### src/rtl/r4_butter_pipe.sv
// Two-stage pipelined radix-4 DFT butterfly with valid/ready flow control.
// Optional accepted-output counter enabled by defining R4BF_CNT_EN.
module r4_butter_pipe #(
  parameter  int unsigned W  = 8,
  localparam int unsigned OW = W + 2
) (
  input  logic            wb_clk_i,
  input  logic            wb_rst_i,
  input  logic            in_valid,
  output logic            in_ready,
  input  logic            inv_i,
  input  logic [4*W-1:0]  xr_i,
  input  logic [4*W-1:0]  xi_i,
  output logic            out_valid,
  input  logic            out_ready,
  output logic [4*OW-1:0] Xr_o,
  output logic [4*OW-1:0] Xi_o
`ifdef R4BF_CNT_EN
  ,
  output logic [15:0]     out_cnt_o
`endif
);

  localparam int unsigned W1 = W + 1;

  logic signed [W-1:0]  ar [4];
  logic signed [W-1:0]  ai [4];
  logic signed [W1-1:0] p_r, p_i, q_r, q_i, r_r, r_i, s_r, s_i;
  logic signed [W1-1:0] p_r_n, p_i_n, q_r_n, q_i_n, r_r_n, r_i_n, s_r_n, s_i_n;
  logic                 v1;
  logic                 inv1;
  logic                 adv1, adv2;
  logic signed [OW-1:0] x0r, x0i, x1r, x1i, x2r, x2i, x3r, x3i;

  // Stage advance: a stage moves when it is empty or its successor moves.
  assign adv2     = !out_valid || out_ready;
  assign adv1     = !v1 || adv2;
  assign in_ready = adv1;

  // Unpack lanes a,b,c,d and form the stage-1 sums/differences at W+1 bits.
  always_comb begin
    for (int k = 0; k < 4; k++) begin
      ar[k] = xr_i[k*W +: W];
      ai[k] = xi_i[k*W +: W];
    end
    p_r_n = W1'(ar[0]) + W1'(ar[2]);
    p_i_n = W1'(ai[0]) + W1'(ai[2]);
    q_r_n = W1'(ar[0]) - W1'(ar[2]);
    q_i_n = W1'(ai[0]) - W1'(ai[2]);
    r_r_n = W1'(ar[1]) + W1'(ar[3]);
    r_i_n = W1'(ai[1]) + W1'(ai[3]);
    s_r_n = W1'(ar[1]) - W1'(ar[3]);
    s_i_n = W1'(ai[1]) - W1'(ai[3]);
  end

  // Stage-1 register: partial sums travel together with their inverse flag.
  always_ff @(posedge wb_clk_i or posedge wb_rst_i) begin
    if (wb_rst_i) begin
      v1   <= 1'b0;
      inv1 <= 1'b0;
      p_r  <= '0;
      p_i  <= '0;
      q_r  <= '0;
      q_i  <= '0;
      r_r  <= '0;
      r_i  <= '0;
      s_r  <= '0;
      s_i  <= '0;
    end else if (adv1) begin
      v1   <= in_valid;
      inv1 <= inv_i;
      p_r  <= p_r_n;
      p_i  <= p_i_n;
      q_r  <= q_r_n;
      q_i  <= q_i_n;
      r_r  <= r_r_n;
      r_i  <= r_i_n;
      s_r  <= s_r_n;
      s_i  <= s_i_n;
    end
  end

  // Stage-2 combine; -j*s = (s_i, -s_r), and inverse mode swaps the X1/X3 rotations.
  always_comb begin
    x0r = OW'(p_r) + OW'(r_r);
    x0i = OW'(p_i) + OW'(r_i);
    x2r = OW'(p_r) - OW'(r_r);
    x2i = OW'(p_i) - OW'(r_i);
    x1r = inv1 ? OW'(q_r) - OW'(s_i) : OW'(q_r) + OW'(s_i);
    x1i = inv1 ? OW'(q_i) + OW'(s_r) : OW'(q_i) - OW'(s_r);
    x3r = inv1 ? OW'(q_r) + OW'(s_i) : OW'(q_r) - OW'(s_i);
    x3i = inv1 ? OW'(q_i) - OW'(s_r) : OW'(q_i) + OW'(s_r);
  end

  // Stage-2 register drives the outputs directly; holds while stalled.
  always_ff @(posedge wb_clk_i or posedge wb_rst_i) begin
    if (wb_rst_i) begin
      out_valid <= 1'b0;
      Xr_o      <= '0;
      Xi_o      <= '0;
    end else if (adv2) begin
      out_valid <= v1;
      Xr_o      <= {x3r, x2r, x1r, x0r};
      Xi_o      <= {x3i, x2i, x1i, x0i};
    end
  end

`ifdef R4BF_CNT_EN
  // Saturating count of output transfers.
  always_ff @(posedge wb_clk_i or posedge wb_rst_i) begin
    if (wb_rst_i) begin
      out_cnt_o <= '0;
    end else if (out_valid && out_ready && (out_cnt_o != 16'hFFFF)) begin
      out_cnt_o <= out_cnt_o + 16'd1;
    end
  end
`endif

endmodule

### config.mk
export PLATFORM = sky130hd
export DESIGN_NAME = r4_butter_pipe
export DESIGN_NICKNAME = d
export VERILOG_FILES = /design/src/rtl/r4_butter_pipe.sv
export SDC_FILE = /design/constraint.sdc
export NUM_CORES = 1
export LEC_CHECK = 0
export ABC_AREA = 1
export CORE_AREA = 2 2 142 144
export DETAILED_ROUTE_END_ITERATION = 8
export DIE_AREA = 0 0 144 146
export PLACE_DENSITY_LB_ADDON = 0.2
export SLEW_MARGIN = 30
export SYNTH_ARGS = -nofsm -noshare
export SYNTH_HDL_FRONTEND = slang
export SYNTH_SLANG_ARGS = --single-unit
### constraint.sdc
create_clock -name wb_clk_i -period 12.6 [get_ports wb_clk_i]
set_input_delay 2.52 -clock wb_clk_i [delete_from_list [all_inputs] [get_ports wb_clk_i]]
set_output_delay 2.52 -clock wb_clk_i [all_outputs]
set_load 0.05 [all_outputs]
==> qor.csv <==
stage,metric,value,unit
synthesis,Syn Nets,1886,
floorplan,row cnt,51,
clocking,CTS root buf,clkbuf_16,
power_and_ir_drop,Logic pwr share,56.6,%
synthesis,simple-gate share of the synthesized area,28.24,%
sta,Worst-Margin Slew,0.8254,ns
synthesis,Avg Inst Size Synth,7.162,µm²
floorplan,I/O Pins,151,
synthesis,Post-synth EDFFs,0,
synthesis,synth top area cells,"dfrtp_1, ha_1, nand2_1, nand3_1, inv_1",
power_and_ir_drop,Sw Ratio,49.31,%
worst_setup_path,startpoint types,primary input,
sta,clk_skew,0.01211,ns
worst_setup_path,critical path startpoint,out_ready,
power_and_ir_drop,Clk pwr share,17.8,%
synthesis,"area leader, netlist",dfrtp_1,
route,Post-Route WL,32320,µm
route,routed vias/inst,5.571,
worst_setup_path,largest fanout on the critical path,71,
sta,Max Fclk,130.4,MHz
worst_hold_path,hold crit path type,reg2reg,
placement,DPL Wire Length,25320,µm
floorplan,Starting Density,61.67,%
placement,Post-DP Area,0.01350,mm²
clocking,cts repair resizes,0,
worst_setup_path,"Slowest-stage cell, CP",clkdlybuf4s50_1,
worst_setup_path,r2r worst-path depth,9,
power_and_ir_drop,Cell Pwr Density,211.4,mW/mm²
worst_setup_path,crit-path max cell delay,0.94,ns
worst_setup_path,crit-path cells,"clkdlybuf4s50_1, nor2_4, buf_4, inv_2, nor2_4, inv_2, buf_4, clkdlybuf4s50_1",
final_layout,# diodes,0,
floorplan,Core ar.,0.01933,mm²
synthesis,adder-cell area share of the yosys netlist,16.96,%
sta,setup ws final,4.933,ns
power_and_ir_drop,Pwr Total,2.983,mW
synthesis,most frequent cell after synthesis,nand2_1,
clocking,CTS tree,yes,
synthesis,Async SR Flop Fraction,100.0,%
final_layout,non-filler cells in the finished layout,2049,
route,Initial DRC Count,1081,
grt,largest net degree at the start of global routing,84,
synthesis,mux share of post-synthesis cell area,0,%
sta,Fin. Hold Viols,0,
final_layout,layout cells sized above 1,3.027,%
sta,Slew Limit Fails,0,
worst_setup_path,FF-to-FF setup slack,10.18,ns
run,max-cap viol count,0,
final_layout,Layout area overhead,18.35,%
synthesis,Synth top cells by count,"nand2_1, inv_1, nand3_1",
sta,Total Neg Setup Slack,0,ns
final_layout,Filler Cell Count,1562,
worst_setup_path,crit path DAT,5.15,ns
synthesis,sequential-to-total area share from yosys stat,30.85,%
placement,gp weighted congestion,0.9413,
synthesis,post-synthesis register bit count,147,
worst_setup_path,crit path capture,in_ready,
clocking,TritonCTS Buffers,17,
grt,all-layer global routing usage,31.40,%
synthesis,synth unique cells,32,
route,Routed Antenna Nets,0,
clocking,clock sink count,147,
sta,Final Cycle Share,60.85,%
clocking,clk_lat worst skew,0.43,ns
clocking,hold-fix buffers at CTS,0,
synthesis,Post-Syn Area,0.01192,mm²
synthesis,Post-Synth XOR/XNOR Area,2.497,%
run_status,status,completed,
grt,number of global-route vias before repair,10280,
floorplan,Die Span X,144,µm
sta,Tmin final,7.667,ns
route,DRC Markers,0,
final_layout,"Design Area, Final",0.01411,mm²
floorplan,die area,0.02102,mm²
sta,hold slack final,0.4788,ns
route,DR vias,11410,
worst_setup_path,worst path required time,10.08,ns
clocking,Longest Clk Path Bufs,2,
route,Avg WL per Cell,15.77,µm
sta,Setup Viol. Count Final,0,
sta,headroom to the max-slew limit,44.97,%
power_and_ir_drop,Pint,1.512,mW
final_layout,nets,1993,
power_and_ir_drop,maximum VDD drop,0.1192,mV
grt,first-pass GRT wire length,52700,µm
final_layout,fin util,72.99,%
worst_setup_path,CP endpoint kind,primary output,
synthesis,cells after synthesis,1665,
worst_setup_path,r2r startpoint,p_r[0]$_DFFE_PP0P_,
worst_setup_path,Worst Setup Path Type,in2out,
grt,initial antenna violation count,0,
placement,DP Worst Slack,4.934,ns
route,1st-pass router iterations,5,
placement,Port Buffers,150,
power_and_ir_drop,Sequential Power Share,25.5,%
clocking,Post-CTS Setup Repair Bufs,0,
sta,RSZ-0062 raised after global routing,no,
worst_setup_path,FF-to-FF End,Xr_o[36]$_DFFE_PP0P_,
power_and_ir_drop,Pleak,7.310,nW
synthesis,Compound-Gate Fraction of Synth Area,11.08,%
grt,total grt overflow,0,
clocking,Clock Pin Slew Worst Setup and Hold Paths,0.07,ns
floorplan,die height,146,µm
power_and_ir_drop,P_sw,1.471,mW
synthesis,largest family of logic cells by synthesized area,simple AND/OR/NAND/NOR gates,
clocking,H-tree levels,4,
placement,placed insts,2018,
synthesis,Post-synth top flop,dfrtp_1,
synthesis,area share of the largest cell type after synthesis,30.85,%
synthesis,Yosys warnings,0,
power groups by stage:
stage | Combinational (mW) | Clock (mW) | Sequential (mW)
5_1_grt | 1.84 | 0.557 | 0.778
4_1_cts | 1.67 | 0.535 | 0.760
3_5_place_dp | 1.66 | 0 | 0.766
6_report | 1.69 | 0.532 | 0.761
2_1_floorplan | 0.774 | 0 | 1.13
3_3_place_gp | 1.63 | 0 | 0.758
worst min path at each step:
stage / slack, ns / depth (start not counted) / end / from
finish: 0.48 / 2 / Xr_o[18]$_DFFE_PP0P_ / Xr_o[18]$_DFFE_PP0P_
global route: 0.50 / 2 / Xr_o[37]$_DFFE_PP0P_ / Xr_o[37]$_DFFE_PP0P_
detailed placement: 0.46 / 2 / Xr_o[18]$_DFFE_PP0P_ / Xr_o[18]$_DFFE_PP0P_
floorplan: 0.45 / 2 / out_valid$_DFFE_PP0P_ / v1$_DFFE_PP0P_
CTS: 0.48 / 2 / Xr_o[18]$_DFFE_PP0P_ / Xr_o[18]$_DFFE_PP0P_
global placement: 0.46 / 2 / Xi_o[38]$_DFFE_PP0P_ / Xi_o[38]$_DFFE_PP0P_
critical path: cells and delay by family:
kind,cells,cell delay (ns)
buffers and inverters,6,2.49
AND/OR/NAND/NOR,2,0.08
cell usage in the layout (no fill, tap or decap), drive strengths merged, types with 52 or more instances in the layout:
master,n
nand2,421
inv,247
nor2,95
a21oi,62
o21ai,106
nand4,52
ha,136
dfrtp,147
clkdlybuf4s50,150
nand3,191
metal layers:
| metal | wire length [µm] | up-vias | global-route usage (%) | share of wire, % |
|---|---|---|---|---|
| met5 | 0 | - | 0 | 0 |
| met4 | 362 | 0 | 6.863 | 1.1 |
| met3 | 2469 | 27 | 3.850 | 7.6 |
| met2 | 14190 | 469 | 46.79 | 44 |
| met1 | 15300 | 5286 | 48.83 | 47 |
| li1 | - | 5632 | - | - |
logic make-up after synthesis:
kind of cell / Yosys count
fa+ha+maj: 152
flops: 147
buf+inv: 315
simple gates: 780
xor+xnor: 34
compound gates: 237
cell type report:
class                           count  area (µm²)  share of cell area (%)
Clock buffer                       22       484.2                   3.431
Clock inverter                      9       127.6                  0.9043
Inverter                          247       932.1                   6.605
Multi-Input combinational cell   1203        7008                   49.66
Sequential cell                   147        3679                   26.07
Tap cell                          265       331.6                   2.349
Timing Repair Buffer              156        1550                   10.99
sequential cells by signal, indices dropped and copies added, names as in the netlist:
signal	flops
Xi_o	38
Xr_o	38
inv1	1
out_valid	1
p_i	9
p_r	9
q_i	8
q_r	8
r_i	9
r_r	9
s_i	8
s_r	8
v1	1
No activity file was read; power rests on OpenSTA's default activity.
